File: src/rtl/move_replayer_if.sv
// Move-request channel between the replayer and the cube move engine.
// The replayer drives a move (face, quarter-turn count) with valid; the
// engine accepts it with ready. A move transfers when valid & ready.
interface move_replayer_if;
    logic       mv_valid;
    logic [2:0] mv_face;
    logic [2:0] mv_rot;
    logic       mv_ready;

    modport master (
        output mv_valid,
        output mv_face,
        output mv_rot,
        input  mv_ready
    );

    modport slave (
        input  mv_valid,
        input  mv_face,
        input  mv_rot,
        output mv_ready
    );
endinterface

File: src/rtl/move_replayer.sv
// LIFO log of applied cube moves with reverse replay. Moves recorded while
// idle are merged with the top entry when they turn the same face, otherwise
// pushed. On solve_start the log is popped one entry at a time and the
// inverse move is offered to the move engine, with an optional idle gap
// between consecutive moves.
module move_replayer #(
    parameter int DEPTH      = 64,
    parameter int PTR_W      = 6,
    parameter int GAP_CYCLES = 25000000,
    parameter int GAP_W      = 25
) (
    input  logic                 clk,
    input  logic                 rst,
    input  logic                 rec_valid,
    input  logic [2:0]           rec_face,
    input  logic [2:0]           rec_rot,
    input  logic                 clear,
    input  logic                 solve_start,
    input  logic                 abort,
    move_replayer_if.master      mv,
    output logic                 busy,
    output logic                 done,
    output logic [PTR_W:0]       depth,
    output logic                 overflow
);

    typedef enum logic [2:0] {IDLE, FETCH, ISSUE, GAP, FINISH} state_t;

    // One log entry; the quarter-turn count of a stored entry is always 1..3.
    typedef struct packed {
        logic [2:0] face;
        logic [1:0] rot;
    } entry_t;

    localparam logic [PTR_W:0]   ONE      = (PTR_W+1)'(1);
    localparam logic [PTR_W:0]   FULL     = (PTR_W+1)'(DEPTH);
    localparam logic [GAP_W-1:0] GAP_LOAD = (GAP_CYCLES == 0) ? '0 : GAP_W'(GAP_CYCLES - 1);

    state_t           state, state_nxt;
    entry_t           log_mem [DEPTH];
    entry_t           top, entry_q, wr_data;
    logic [PTR_W:0]   depth_q, depth_nxt, depth_m1;
    logic [PTR_W-1:0] wr_addr;
    logic             wr_en;
    logic             ovf_q, ovf_nxt;
    logic             done_q;
    logic             rec_ok, hs;
    logic [1:0]       rot_sum, inv_rot;
    logic [GAP_W-1:0] gap_q;

    assign depth_m1 = depth_q - ONE;
    assign top      = log_mem[depth_m1[PTR_W-1:0]];
    assign rec_ok   = rec_valid && (rec_rot != 3'd0) && !rec_rot[2] && (rec_face < 3'd6);
    assign rot_sum  = top.rot + rec_rot[1:0];
    assign hs       = (state == ISSUE) && mv.mv_ready;
    assign inv_rot  = 2'd0 - entry_q.rot;

    // State register.
    // NOTE: sequential state uses non-blocking assignments so every register samples pre-edge values.
    always_ff @(posedge clk or posedge rst) begin
        if (rst) state <= IDLE;
        else     state <= state_nxt;
    end

    // Log bookkeeping: clear / merge / push while idle, pop on each accepted move.
    always_comb begin
        // NOTE: every variable gets a default first so no path leaves it unassigned and infers a latch.
        depth_nxt = depth_q;
        ovf_nxt   = ovf_q;
        wr_en     = 1'b0;
        wr_addr   = depth_m1[PTR_W-1:0];
        wr_data   = top;
        if (state == IDLE) begin
            if (clear) begin
                depth_nxt = '0;
                ovf_nxt   = 1'b0;
            end else if (rec_ok) begin
                if ((depth_q != '0) && (top.face == rec_face)) begin
                    if (rot_sum == 2'd0) begin
                        depth_nxt = depth_m1;
                    end else begin
                        wr_en       = 1'b1;
                        wr_data.rot = rot_sum;
                    end
                end else if (depth_q == FULL) begin
                    ovf_nxt = 1'b1;
                end else begin
                    wr_en        = 1'b1;
                    wr_addr      = depth_q[PTR_W-1:0];
                    wr_data.face = rec_face;
                    wr_data.rot  = rec_rot[1:0];
                    depth_nxt    = depth_q + ONE;
                end
            end
        end else if (hs) begin
            depth_nxt = depth_m1;
        end
    end

    // Log RAM write port.
    // NOTE: the log RAM has no reset; entries at or above depth are never read, so stale contents are harmless.
    always_ff @(posedge clk) begin
        if (wr_en) log_mem[wr_addr] <= wr_data;
    end

    // Datapath registers: depth, overflow, fetched entry, gap counter, empty-solve done.
    always_ff @(posedge clk or posedge rst) begin
        if (rst) begin
            depth_q <= '0;
            ovf_q   <= 1'b0;
            entry_q <= '0;
            gap_q   <= '0;
            done_q  <= 1'b0;
        end else begin
            depth_q <= depth_nxt;
            ovf_q   <= ovf_nxt;
            done_q  <= (state == IDLE) && solve_start && (depth_nxt == '0);
            if (state == FETCH) entry_q <= top;
            if (hs)                                 gap_q <= GAP_LOAD;
            else if ((state == GAP) && (gap_q != '0)) gap_q <= gap_q - GAP_W'(1);
        end
    end

    // Next-state logic; abort overrides everything outside IDLE.
    always_comb begin
        state_nxt = state;
        case (state)
            IDLE:   if (solve_start && (depth_nxt != '0)) state_nxt = FETCH;
            FETCH:  state_nxt = ISSUE;
            ISSUE: begin
                if (hs) begin
                    if (GAP_CYCLES == 0) state_nxt = (depth_nxt != '0) ? FETCH : FINISH;
                    else                 state_nxt = GAP;
                end
            end
            GAP:    if (gap_q == '0) state_nxt = (depth_q != '0) ? FETCH : FINISH;
            FINISH: state_nxt = IDLE;
            default: state_nxt = IDLE;
        endcase
        if ((state != IDLE) && abort) state_nxt = IDLE;
    end

    // Outputs: the move request is the inverse of the fetched entry.
    always_comb begin
        mv.mv_valid = (state == ISSUE);
        mv.mv_face  = entry_q.face;
        mv.mv_rot   = {1'b0, inv_rot};
        busy        = (state != IDLE);
        done        = (state == FINISH) || done_q;
        depth       = depth_q;
        overflow    = ovf_q;
    end

endmodule
File: src/flat_wrapper.sv
// flat-port wrapper written by rule: the top's interface ports become plain ports
module move_replayer_flat 
#(
    parameter int DEPTH      = 64,
    parameter int PTR_W      = 6,
    parameter int GAP_CYCLES = 25000000,
    parameter int GAP_W      = 25
)
  (clk, rst, rec_valid, rec_face, rec_rot, clear, solve_start, abort, busy, done, depth, overflow, mv_mv_valid, mv_mv_face, mv_mv_rot, mv_mv_ready);
  move_replayer_if mv_i ();
  input  logic clk;
  input  logic rst;
  input  logic rec_valid;
  input  logic [2:0] rec_face;
  input  logic [2:0] rec_rot;
  input  logic clear;
  input  logic solve_start;
  input  logic abort;
  output logic busy;
  output logic done;
  output logic [PTR_W:0] depth;
  output logic overflow;
  output wire logic [$bits(mv_i.mv_valid)-1:0] mv_mv_valid;
  output wire logic [$bits(mv_i.mv_face)-1:0] mv_mv_face;
  output wire logic [$bits(mv_i.mv_rot)-1:0] mv_mv_rot;
  input wire logic [$bits(mv_i.mv_ready)-1:0] mv_mv_ready;
  assign mv_mv_valid = mv_i.mv_valid;
  assign mv_mv_face = mv_i.mv_face;
  assign mv_mv_rot = mv_i.mv_rot;
  assign mv_i.mv_ready = mv_mv_ready;
  move_replayer #(.DEPTH(DEPTH), .PTR_W(PTR_W), .GAP_CYCLES(GAP_CYCLES), .GAP_W(GAP_W)) u_core (.clk(clk), .rst(rst), .rec_valid(rec_valid), .rec_face(rec_face), .rec_rot(rec_rot), .clear(clear), .solve_start(solve_start), .abort(abort), .mv(mv_i), .busy(busy), .done(done), .depth(depth), .overflow(overflow));
endmodule
File: config.mk
export PLATFORM = sky130hd
export DESIGN_NAME = move_replayer_flat
export DESIGN_NICKNAME = d
export VERILOG_FILES = /design/src/rtl/move_replayer_if.sv /design/src/rtl/move_replayer.sv /design/src/flat_wrapper.sv
export SDC_FILE = /design/constraint.sdc
export NUM_CORES = 1
export LEC_CHECK = 0
export CAP_MARGIN = 30
export CORE_MARGIN = 2
export CORE_UTILIZATION = 24
export DETAILED_ROUTE_END_ITERATION = 8
export DONT_BUFFER_PORTS = 1
export RECOVER_POWER = 50
export SLEW_MARGIN = 5
export SYNTH_ARGS = -nofsm -noshare
export SYNTH_HDL_FRONTEND = slang
export SYNTH_SLANG_ARGS = --single-unit
export TNS_END_PERCENT = 10
File: constraint.sdc
create_clock -name clk -period 9.9 [get_ports clk]
set_input_delay 1.98 -clock clk [delete_from_list [all_inputs] [get_ports clk]]
set_output_delay 1.98 -clock clk [all_outputs]
set_load 0.005 [all_outputs]
Yosys cells after proc, flatten, opt, wreduce, memory -nomap -nowiden
Memory sizes are Yosys's and may differ from the RTL's.
Cells that the tools add are included.

storage, ports and cells
  output and inout port bits = 17
  memories = 1
  RAM bits = 320
  logic and storage cells = 89
  register bits = 42
  bits of input ports = 13

memory list
  name            words  width  rd ports  clocked after memory_dff  wr ports  RTL line             source
  u_core.log_mem  64     5      1         0                         1         move_replayer.sv:40  entry_t log_mem [DEPTH];

cells by class
  eq/ne operators = 10
  add/sub/neg operators = 5
  muxes and demuxes = 39
  $lt $le $gt $ge = 1
  reductions and logical operators = 26

operators by type and width
  operator                                             count
  2-to-1 mux 25 bit                                    2
  2-to-1 mux 7 bit                                     7
  2-to-1 mux 6 bit                                     5
  zero test 25 bit                                     1
  nonzero test 25 bit                                  1
  subtractor 25 x 1 -> 25 bit (second input constant)  1
  2-to-1 mux 5 bit                                     4
  2-to-1 mux 3 bit                                     6
  nonzero test 7 bit                                   2
  2-to-1 mux 1 bit                                     12
  case mux 3 bit (4 select lines)                      1
  logical AND 1 bit                                    10
  adder 7 x 1 -> 7 bit (second input constant)         1
  == test 7 bit (second input constant)                1
  zero test 7 bit                                      1
  subtractor 7 x 1 -> 7 bit (second input constant)    1
  == test 3 x 2 -> 1 bit (second input constant)       2
  inequality test 3 bit (second input constant)        2
  nonzero test 2 bit                                   3
  nonzero test 3 bit                                   2
  2-to-1 mux 2 bit                                     2
  AND reduction 4 bit                                  1
  == test 3 x 1 -> 1 bit (second input constant)       1
  == test 3 bit                                        1
  11 further kinds                                     11

Longest topological paths before layout
Gate-level depths: netlist of run 1.
An unclocked memory read counts as a cell.

  depth after elaboration = 14
  depth in mapped cells = 22
  mapped depth without buffers = 14

Worst setup path after synthesis of run 1
No wires, ideal clock.

  path kind = register -> register
  start = register u_core.depth_q[0] (netlist: u_core.depth[0])
  end = memory u_core.log_mem[0][1] in the netlist's numbering, data pin
  slack = 2,089 ps
  data arrival time = 7,090 ps
  library setup time = 720 ps
  required time = 9,180 ps
  buffers on the path = 7
  cell stages (with the launch flop) = 18
  cell sequence = dfrtp_1 buf_6 buf_4 buf_4 inv_1 buf_2 ha_1 buf_1 buf_2 clkbuf_1 mux4_2 mux4_2 mux4_2 ha_1 xor2_1 nand3_1 nand2_1 o31ai_1

RTL lines
  element                 RTL line              source
  start, declared         move_replayer.sv:42   logic [PTR_W:0] depth_q, depth_nxt, depth_m1;
  start signal, assigned  move_replayer.sv:115  depth_q <= depth_nxt;
  end, declared           move_replayer.sv:40

Worst setup path in the final report of run 1
  start = register u_core.depth_q[0] (netlist: u_core.depth[0])
  end = memory u_core.log_mem[52][4] in the netlist's numbering (enable)

between the ends
  word-level cells in the longest chain between the ends = 11
  elaborated cells between the ends (all ways) = 21

ends and longest elaborated chain
  element                                 RTL line              source
  subtractor 7 x 1 -> 7 bit               move_replayer.sv:51   assign depth_m1 = depth_q - ONE;
  memory read (64 x 5 bit)                --
  adder 2 bit                             move_replayer.sv:54   assign rot_sum = top.rot + rec_rot[1:0];
  zero test 2 bit                         move_replayer.sv:79   if (rot_sum == 2'd0) begin
  2-to-1 mux 1 bit                        move_replayer.sv:79
  2-to-1 mux 1 bit                        move_replayer.sv:78   if ((depth_q != '0) && (top.face == rec_face)) begin
  2-to-1 mux 1 bit                        move_replayer.sv:77   end else if (rec_ok) begin
  2-to-1 mux 1 bit                        move_replayer.sv:74   if (clear) begin
  2-to-1 mux 1 bit                        move_replayer.sv:73   if (state == IDLE) begin
  2-to-1 mux 1 bit                        move_replayer.sv:103  if (wr_en) log_mem[wr_addr] <= wr_data;
  2-to-1 mux 1 bit (not written as such)  move_replayer.sv:103

Several ways; a longest one is shown, not always the timed one.

==> results of run 1 <==
## logic make-up (layout without fill, tap and decap cells)
logic type / count (synthesis) / count (layout) / share of synthesized area [%]
buffers and inverters: 66 / 100 / 2.57
DFF: 362 / 362 / 66.1
other: 1 / 1 / 0.0232
and+or+nand+nor: 288 / 288 / 9.21
adders and majority gates: 5 / 5 / 0.388
AOI/OAI and AO/OA: 121 / 121 / 5.78
xor gates and xnor gates: 34 / 34 / 2.12
muxes: 125 / 125 / 13.8
## layout make-up
cell class / count / area share (%)
clock inverter: 26 / 1.45
timing repair buffer: 18 / 0.542
clock buffer: 44 / 5.45
tap: 873 / 5.99
inverter: 12 / 0.247
sequential: 362 / 58.5
multi-input combinational: 574 / 27.8
## state kept, by name, summed over array words and instances (netlist names)
signal             cells
u_core.log_mem       320
u_core.gap_q          25
u_core.depth           7
u_core.mv.mv_face      3
u_core.state           3
u_core.entry_q         2
u_core.done_q          1
u_core.overflow        1
## routing by layer
layer / track usage [%] / wire (µm)
met5: 0 / 0
met2: 17.9 / 18100
met1: 14.5 / 16300
met4: 3.54 / 1240
met3: 2.10 / 2620
## cell usage after synthesis, types with 11 or more instances
cell type / number
mux4_2: 77
a21oi_1: 16
xnor2_1: 17
nand3_1: 20
or3_1: 11
clkbuf_1: 11
edfxtp_1: 320
xor2_1: 11
dfrtp_1: 42
mux2_2: 11
nor3_1: 21
buf_6: 13
mux2i_1: 36
inv_1: 11
nor2_1: 103
buf_2: 15
o21ai_0: 27
nand2_1: 55
## metrics by stage
stage / utilization (%) / hold slack [ns] / instances
floorplan: - / 0.475 / 1002
global route: 27.3 / 0.550 / 1909
global placement: 25.5 / 0.490 / 1837
CTS: 27.4 / 0.519 / 1907
finish: 27.3 / 0.516 / 1909
detailed placement: 25.5 / 0.505 / 1837
## worst min-delay path by stage
stage | startpoint | endpoint
global placement | u_core.gap_q[19]$_DFFE_PP0P_ | u_core.gap_q[19]$_DFFE_PP0P_
floorplan | u_core.gap_q[19]$_DFFE_PP0P_ | u_core.gap_q[19]$_DFFE_PP0P_
global route | u_core.entry_q[1]$_DFFE_PP0P_ | u_core.entry_q[1]$_DFFE_PP0P_
detailed placement | u_core.gap_q[19]$_DFFE_PP0P_ | u_core.gap_q[19]$_DFFE_PP0P_
finish | u_core.gap_q[19]$_DFFE_PP0P_ | u_core.gap_q[19]$_DFFE_PP0P_
CTS | u_core.gap_q[19]$_DFFE_PP0P_ | u_core.gap_q[19]$_DFFE_PP0P_
## worst max-delay path, delay by kind of cell, from the launching register on
family,cells,cell delay (ns)
AO/OA/AOI/OAI,4,1.59
XOR/XNOR,1,0.25
adder cells (fa/ha/maj),1,1.08
buffers and inverters,3,1.84
flip-flops,1,1.00
multiplexers,1,0.64
AND/OR/NAND/NOR,3,1.42
==> summary.md, run 1 <==
| Metric | Value |
|---|---|
| TritonCTS buffer count | `38` |
| Worst Hold Depth | `2` |
| Commonest non-fill, non-tap cell in the layout | `edfxtp_1` |
| R2R depth | `13` |
| EDFF count, synth | `320` |
| Mean Syn Cell Area | `16.1 µm²` |
| RePlAce Congestion | `0.872` |
| Final clock skew | `0.0345 ns` |
| Crit path from | `u_core.depth[0]$_DFF_PP0_` |
| Synth unique cells | `90` |
| Row count | `95` |
| Drt drc | `0` |
| Max_slew headroom | `-106%` |
| Critical path fanouts, max | `64` |
| Max Buffers Root-to-Sink | `3` |
| Ports | `30` |
| # port buffers | `0` |
| Worst setup endpoint | `u_core.log_mem[52][4]$_DFFE_PP_` |
| Die width | `263 µm` |
| Post-Route WL | `38200 µm` |
| Antenna Cells | `0` |
| FFs w/ async S/R, synth | `11.6%` |
| Setup slack after placement | `2.33 ns` |
| Hold Crit Class | `register to register` |
| Measured slew at the worst slew-check pin | `3.09 ns` |
| Reg-to-Reg Start | `u_core.depth[0]$_DFF_PP0_` |
| PnR worst setup slack | `1.65 ns` |
| Vias in the first global route | `9076` |
| Number of fill cells | `6689` |
| Area grow syn2layout | `13.0%` |
| Max-slew violations | `163` |
| Startpoint types | `register` |
| Initial antenna violation count | `0` |
| Sequential cell area | `10700 µm²` |
| Multi-input gate area | `5070 µm²` |
| NumNets Final | `1024` |
| Fin crit period | `8.25 ns` |
| Congestion Overflow GR | `0` |
| Largest net degree at the start of global routing | `65` |
| Max_cap viols | `3` |
| Die area | `69300 µm²` |
| Setup TNS | `0 ns` |
| Final setup violation count | `0` |
| Period utilization | `83.3%` |
| R2r setup slk | `1.65 ns` |
| Final instance area | `18200 µm²` |
| Post-CTS resize count | `0` |
| Seq cells post-synth | `362` |
| Synth top area share | `59.6%` |
| Post-placement cell area | `17000 µm²` |
| Die Y | `263 µm` |
| CTS Sinks | `362` |
| Top_reg_cell synth | `edfxtp_1` |
| First-pass GRT wire length | `58400 µm` |
| Main area contributors after synthesis | `edfxtp_1 60%, mux4_2 11%, dfrtp_1 6.5%` |
| Final Hold Fails | `0` |
| Violated checks | `capacitance limit, slew limit` |
| Number of iterations in the first detailed-routing pass | `5` |
| Core area | `66800 µm²` |
| Largest area contributor in the netlist | `edfxtp_1` |
| Register area share after synthesis | `66.1%` |
| Clock Pin Slew Worst Setup and Hold Paths | `0.07 ns` |
| FMAX | `121 MHz` |
| CP max-delay cell | `ha_4` |
| Most frequent cells in the layout | `320 x edfxtp_1, 104 x nor2_1, 77 x mux4_2` |
| # Post-CTS Setup Buffers | `0` |
| RSZ-0062 raised after global routing | `false` |
| Clk root buf | `clkbuf_16` |
| Gate Count Post-Synth | `1002` |
| Yosys warns | `0` |
| DP HPWL | `24600 µm` |
| GRT Util Overall | `10.9%` |
| Worst endpoint required time | `10.08 ns` |
| Hold_buf cts | `0` |
| Post-route ant nets | `0` |
| R2r endpoint | `u_core.log_mem[52][4]$_DFFE_PP_` |
| CTS HTree Levels | `2` |
| Status | `finished, violations left` |
| Initial Util | `24.2%` |
| CTS tree | `built` |
| Cell Chain, Critical Path | `inv_1 > ha_4 > inv_1 > mux4_2 > nor2b_1 > a311o_1 > a32oi_1 > xor2_1 > o31ai_2 > clkbuf_1 > a31oi_1 > nand3b_1 > nor2_1` |
| Slowest stage delay, CP | `1.08 ns` |
| CP Capture Type | `register` |
| Most used cell, CP | `inv_1` |
| Post-Syn Area | `16100 µm²` |
| CP arrival | `8.43 ns` |
| Layout cells sized above 1 | `20.2%` |
| Vias | `9069` |
| Net Count, Synth | `1020` |
| WL per Instance | `20.0 µm` |
| Via density | `4.75` |
| Crit Path Category | `register to register` |
| Worst-Skew Late Latency | `0.55 ns` |
| Starting DRC count in detailed routing | `924` |
Power of run 1 is left out: the tool's default activity adds up to more than one toggle a clock period on the data nets, which glitch-free logic cannot reach.
==> run 2, diff against run 1 <==
clock period = 7.8 ns   (was 9.9 ns; I/O delays follow)
==> summary.md, run 2 (synthesis gave the netlist of run 1 again) <==
| Metric | Value |
|---|---|
| Number of iterations in the first detailed-routing pass | `5 (unchanged)` |
| Most frequent cells in the layout | `320 x edfxtp_1, 103 x nor2_1, 77 x mux4_2` |
| # Post-CTS Setup Buffers | `0 (unchanged)` |
| Area grow syn2layout | `13.8%` |
| Post-route ant nets | `0 (unchanged)` |
| Clock Pin Slew Worst Setup and Hold Paths | `0.06 ns (about the same)` |
| Antenna Cells | `0 (unchanged)` |
| Layout Cells excl Fill | `1911 (+0.10%)` |
| CP Capture Type | `register` |
| CTS tree | `built` |
| Reg-to-Reg Start | `u_core.depth[0]$_DFF_PP0_` |
| RePlAce Congestion | `0.861 (-1.2%)` |
| Setup TNS | `0 ns (unchanged)` |
| Post-Route WL | `38000 µm (-0.59%)` |
| Vias in the first global route | `9022 (-0.59%)` |
| Clk root buf | `clkbuf_16` |
| Via density | `4.71 (-0.86%)` |
| NumNets Final | `1029 (+0.49%)` |
| Initial Util | `24.2% (unchanged)` |
| Final setup violation count | `0 (unchanged)` |
| Largest reg by FF count | `u_core.log_mem` |
| Worst-Skew Late Latency | `0.55 ns (about the same)` |
| Max-slew violations | `120 (-26%)` |
| CTS Sinks | `362 (unchanged)` |
| Hold_buf cts | `0 (unchanged)` |
| Row count | `95 (unchanged)` |
| CP arrival | `7.00 ns (-1.43 ns)` |
| R2r setup slk | `0.98 ns (-0.67 ns)` |
| Crit Path Category | `register to register` |
| Initial antenna violation count | `0 (unchanged)` |
| Die Y | `263 µm (unchanged)` |
| First-pass GRT wire length | `57500 µm (-1.5%)` |
| Die area | `69300 µm² (unchanged)` |
| DP HPWL | `25100 µm (+2.1%)` |
| Hold Crit Class | `register to register` |
| RSZ-0062 raised after global routing | `false` |
| R2R depth | `15 (+2)` |
| Starting DRC count in detailed routing | `782 (-15%)` |
| Startpoint types | `register` |
| Period utilization | `87.4% (+4.1 points)` |
| Congestion Overflow GR | `0 (unchanged)` |
| Min-delay src | `u_core.gap_q[19]$_DFFE_PP0P_` |
| Ports | `30 (unchanged)` |
| Fin crit period | `6.82 ns (-1.43 ns)` |
| Measured slew at the worst slew-check pin | `2.10 ns (-0.985 ns)` |
| Commonest non-fill, non-tap cell in the layout | `edfxtp_1` |
| GRT Util Overall | `10.8% (-0.055 points)` |
| CTS HTree Levels | `2 (unchanged)` |
| Post-CTS resize count | `0 (unchanged)` |
| Die width | `263 µm (unchanged)` |
| Max_slew headroom | `-40.0% (+66 points)` |
| Largest register FFs | `320 (unchanged)` |
| Final clock skew | `0.0248 ns (-0.00971 ns)` |
| # port buffers | `0 (unchanged)` |
| Placed Cells | `1844 (+0.38%)` |
| Critical path fanouts, max | `44 (-31%)` |
| Status | `finished, violations left` |
| Max_cap viols | `3 (unchanged)` |
| Core area | `66800 µm² (unchanged)` |
| Worst Hold Depth | `2 (unchanged)` |
| FMAX | `147 MHz (+21%)` |
| Worst endpoint required time | `7.98 ns (-2.10 ns)` |
| Drt drc | `0 (unchanged)` |
| Final Hold Fails | `0 (unchanged)` |
| Hold worst-path end | `u_core.gap_q[19]$_DFFE_PP0P_` |
| WL per Instance | `19.9 µm (-0.69%)` |
| Violated checks | `capacitance limit, slew limit` |
| Layout cells sized above 1 | `20.0% (-0.14 points)` |
| Max Buffers Root-to-Sink | `3 (unchanged)` |
| TritonCTS buffer count | `37 (-2.6%)` |
| Vias | `9000 (-0.76%)` |
| R2r endpoint | `u_core.log_mem[25][3]$_DFFE_PP_` |
| Largest net degree at the start of global routing | `65 (unchanged)` |
-- run 2: how the worst max path moves through the flow --
stage | start | to | depth (start not counted)
2_1_floorplan | u_core.depth[0]$_DFF_PP0_ | u_core.log_mem[0][0]$_DFFE_PP_ | 15
3_3_place_gp | u_core.depth[0]$_DFF_PP0_ | u_core.log_mem[26][2]$_DFFE_PP_ | 15
3_5_place_dp | u_core.depth[0]$_DFF_PP0_ | u_core.log_mem[27][2]$_DFFE_PP_ | 15
4_1_cts | u_core.depth[0]$_DFF_PP0_ | u_core.log_mem[27][1]$_DFFE_PP_ | 15
5_1_grt | u_core.depth[0]$_DFF_PP0_ | u_core.log_mem[20][1]$_DFFE_PP_ | 15
6_report | u_core.depth[0]$_DFF_PP0_ | u_core.log_mem[25][3]$_DFFE_PP_ | 15
-- run 2: worst max-delay path, stage by stage, from the launching register on --
cell,delay [ns]
dfrtp_1,0.97
inv_1,0.25
ha_4,0.83
mux4_2,0.48
mux4_2,0.53
mux4_2,0.56
ha_1,0.25
xor2_1,0.28
nor2_1,0.09
mux2i_2,0.14
buf_4,0.23
nand4_4,0.14
a2bb2oi_1,0.21
a211oi_2,0.43
nand2b_1,0.45
nor2_1,0.58
-- run 2: layer usage --
layer | wire length [µm] | up-vias | share of wire [%] | GRT usage, %
li1 | - | 3964 | - | -
met3 | 2860 | 72 | 7.5 | 2.47
met1 | 15800 | 4614 | 42 | 14.3
met2 | 18200 | 350 | 48 | 17.6
met5 | 0 | - | 0 | 0
met4 | 1130 | 0 | 3.0 | 3.61
-- run 2: cell type report --
| class | count | area (µm²) |
|---|---|---|
| fill | 6654 | 48400 |
| clock inverter | 24 | 343 |
| multi-input combinational | 574 | 5090 |
| tap | 873 | 1090 |
| timing repair buffer | 24 | 176 |
| sequential | 362 | 10700 |
| clock buffer | 42 | 955 |
| inverter | 12 | 45.0 |
-- run 2: stage by stage --
step                worst slack, ns  utilization, %  cell area, µm²  hold slack (ns)
CTS                            1.46            27.6           18400            0.512
global route                  0.611            27.5           18400            0.541
detailed placement             1.50            25.6           17100            0.490
finish                        0.981            27.5           18400            0.510
global placement               1.52            25.6           17100            0.491
floorplan                     0.288               -           16100            0.475
Power of run 2 is left out for the same reason.
==> run 3, diff against run 2 <==
CORE_UTILIZATION = 64   (was 24)
PLACE_DENSITY = 0.8   (was unset)
clock period = 7.6 ns   (was 7.8 ns; I/O delays follow)
==> summary.md, run 3 (synthesis gave the netlist of run 1 again) <==
| Metric | Value |
|---|---|
| Max_slew headroom | `-16.4% (+24 points)` |
| Max-slew violations | `38 (-68%)` |
| Measured slew at the worst slew-check pin | `1.75 ns (-0.354 ns)` |
| CP Capture Type | `register` |
| Slowest stage delay, CP | `0.98 ns (about the same)` |
| Number of fill cells | `1516 (-77%)` |
| CP max-delay cell | `clkbuf_2` |
| Drt drc | `0 (unchanged)` |
| DP HPWL | `22400 µm (-11%)` |
| Die area | `26500 µm² (-62%)` |
| Violated checks | `capacitance limit, slew limit` |
| Post-CTS resize count | `0 (unchanged)` |
| Hold Crit Class | `register to register` |
| CP bufs+invs | `4 (+2)` |
| Layout cells sized above 1 | `20.3% (+0.23 points)` |
| Antenna Cells | `0 (unchanged)` |
| RePlAce Congestion | `0.892 (+3.6%)` |
| # port buffers | `0 (unchanged)` |
| Vias | `9429 (+4.8%)` |
| Startpoint types | `register` |
| Commonest non-fill, non-tap cell in the layout | `edfxtp_1` |
| Ports | `30 (unchanged)` |
| Final setup violation count | `0 (unchanged)` |
| Period utilization | `92.6% (+5.2 points)` |
| Number of iterations in the first detailed-routing pass | `6 (+1)` |
| # Post-CTS Setup Buffers | `0 (unchanged)` |
| RSZ-0062 raised after global routing | `false` |
| Post-route ant nets | `0 (unchanged)` |
| Critical path fanouts, max | `64 (+45%)` |
| CP arrival | `7.17 ns (+0.17 ns)` |
| GRT Util Overall | `29.2% (+18 points)` |
| Crit-path leading delay family | `buffers and inverters` |
| Most frequent cells in the layout | `320 x edfxtp_1, 103 x nor2_1, 77 x mux4_2` |
| Area grow syn2layout | `9.12%` |
| CTS Sinks | `362 (unchanged)` |
| FMAX | `142 MHz (-3.1%)` |
| NumNets Final | `1027 (-0.19%)` |
| Starting DRC count in detailed routing | `1292 (+65%)` |
| Setup TNS | `0 ns (unchanged)` |
| Worst-Skew Late Latency | `0.53 ns (-0.02 ns)` |
| Core area | `25000 µm² (-63%)` |
| Die width | `163 µm (-38%)` |
| Sequential cell area | `10700 µm² (about the same)` |
| Largest reg by FF count | `u_core.log_mem` |
| Multi-input gate area | `5090 µm² (about the same)` |
| Initial Util | `64.6% (+40 points)` |
| Max_cap viols | `1 (-2)` |
| Cell Chain, Critical Path | `inv_1 > ha_4 > inv_1 > mux4_2 > nor2b_1 > a311oi_1 > o32a_1 > mux2i_1 > nor3_2 > clkbuf_1 > o21ai_0 > o21ai_0 > o21ai_4 > clkbuf_2` |
| CTS tree | `built` |
| Status | `finished, violations left` |
| Final instance area | `17600 µm² (-4.1%)` |
| Crit Path Category | `register to register` |
| Fin crit period | `7.04 ns (+0.221 ns)` |
| WL per Instance | `27.6 µm (+39%)` |
| Hold_buf cts | `0 (unchanged)` |
| Initial antenna violation count | `0 (unchanged)` |
| Post-Route WL | `37700 µm (-0.78%)` |
| Clk root buf | `clkbuf_16` |
| Largest register FFs | `320 (unchanged)` |
| Vias in the first global route | `9317 (+3.3%)` |
| Congestion Overflow GR | `0 (unchanged)` |
| Row count | `58 (-39%)` |
| Max Buffers Root-to-Sink | `3 (unchanged)` |
| Worst endpoint required time | `7.73 ns (-0.25 ns)` |
| First-pass GRT wire length | `57400 µm (-0.18%)` |
| Largest net degree at the start of global routing | `71 (+9.2%)` |
| Die Y | `163 µm (-38%)` |
| Clock Pin Slew Worst Setup and Hold Paths | `0.06 ns (about the same)` |
| Post-placement cell area | `16400 µm² (-4.1%)` |
| Via density | `6.90 (+47%)` |
| Final clock skew | `0.0173 ns (-0.00752 ns)` |
| Final Hold Fails | `0 (unchanged)` |
| CTS HTree Levels | `2 (unchanged)` |
| TritonCTS buffer count | `37 (unchanged)` |
-- run 3: cell types whose count changed in the layout (fill, tap and decap cells not counted), moves of 2 or more --
cell / delta
bufinv_16: -2
clkinv_1: -2
clkinvlp_4: +2
buf_4: -2
clkbuf_2: +3
-- run 3: through the flow --
step / util (%) / hold slack, ns / std cells / setup WS, ns
floorplan: - / 0.475 / 1002 / 0.0882
global placement: 65.7 / 0.489 / 1299 / 1.08
detailed placement: 65.7 / 0.510 / 1300 / 0.876
global route: 70.5 / 0.549 / 1366 / 0.227
finish: 70.5 / 0.521 / 1366 / 0.560
CTS: 70.7 / 0.530 / 1366 / 0.749
-- run 3: area by class of cell --
class	count	share of cell area [%]
Inverter	12	0.256
Clock buffer	45	5.55
Multi-Input combinational cell	574	28.9
Clock inverter	21	1.52
Tap cell	330	2.35
Sequential cell	362	60.6
Timing Repair Buffer	22	0.853
-- run 3: worst paths after layout --
check,from,to,slack (ns),depth (start not counted)
setup / recovery,u_core.depth[0]$_DFF_PP0_,u_core.log_mem[56][0]$_DFFE_PP_,0.56,14
hold / removal,u_core.gap_q[19]$_DFFE_PP0P_,u_core.gap_q[19]$_DFFE_PP0P_,0.52,2
setup reg to reg,u_core.depth[0]$_DFF_PP0_,u_core.log_mem[56][0]$_DFFE_PP_,0.56,14
hold reg to reg,u_core.gap_q[19]$_DFFE_PP0P_,u_core.gap_q[19]$_DFFE_PP0P_,0.52,2
max in group asynchronous,rst,u_core.depth[0]$_DFF_PP0_,4.86,2
min in group asynchronous,rst,u_core.gap_q[4]$_DFFE_PP0P_,1.05,1
-- run 3: layer usage --
layer	wire [µm]	vias up	track usage [%]
met5	0	-	0
met4	1330	0	9.29
met3	3710	117	5.98
met2	18400	618	47.1
met1	14300	4732	40.7
li1	-	3962	-
-- run 3: tightest hold or removal path: cells and delay by family, from the launching register on --
| kind | cells | cell delay, ns |
|---|---|---|
| XOR/XNOR | 1 | 0.07 |
| flip-flops | 1 | 0.35 |
| AND/OR/NAND/NOR | 1 | 0.06 |
Power of run 3 is left out for the same reason.
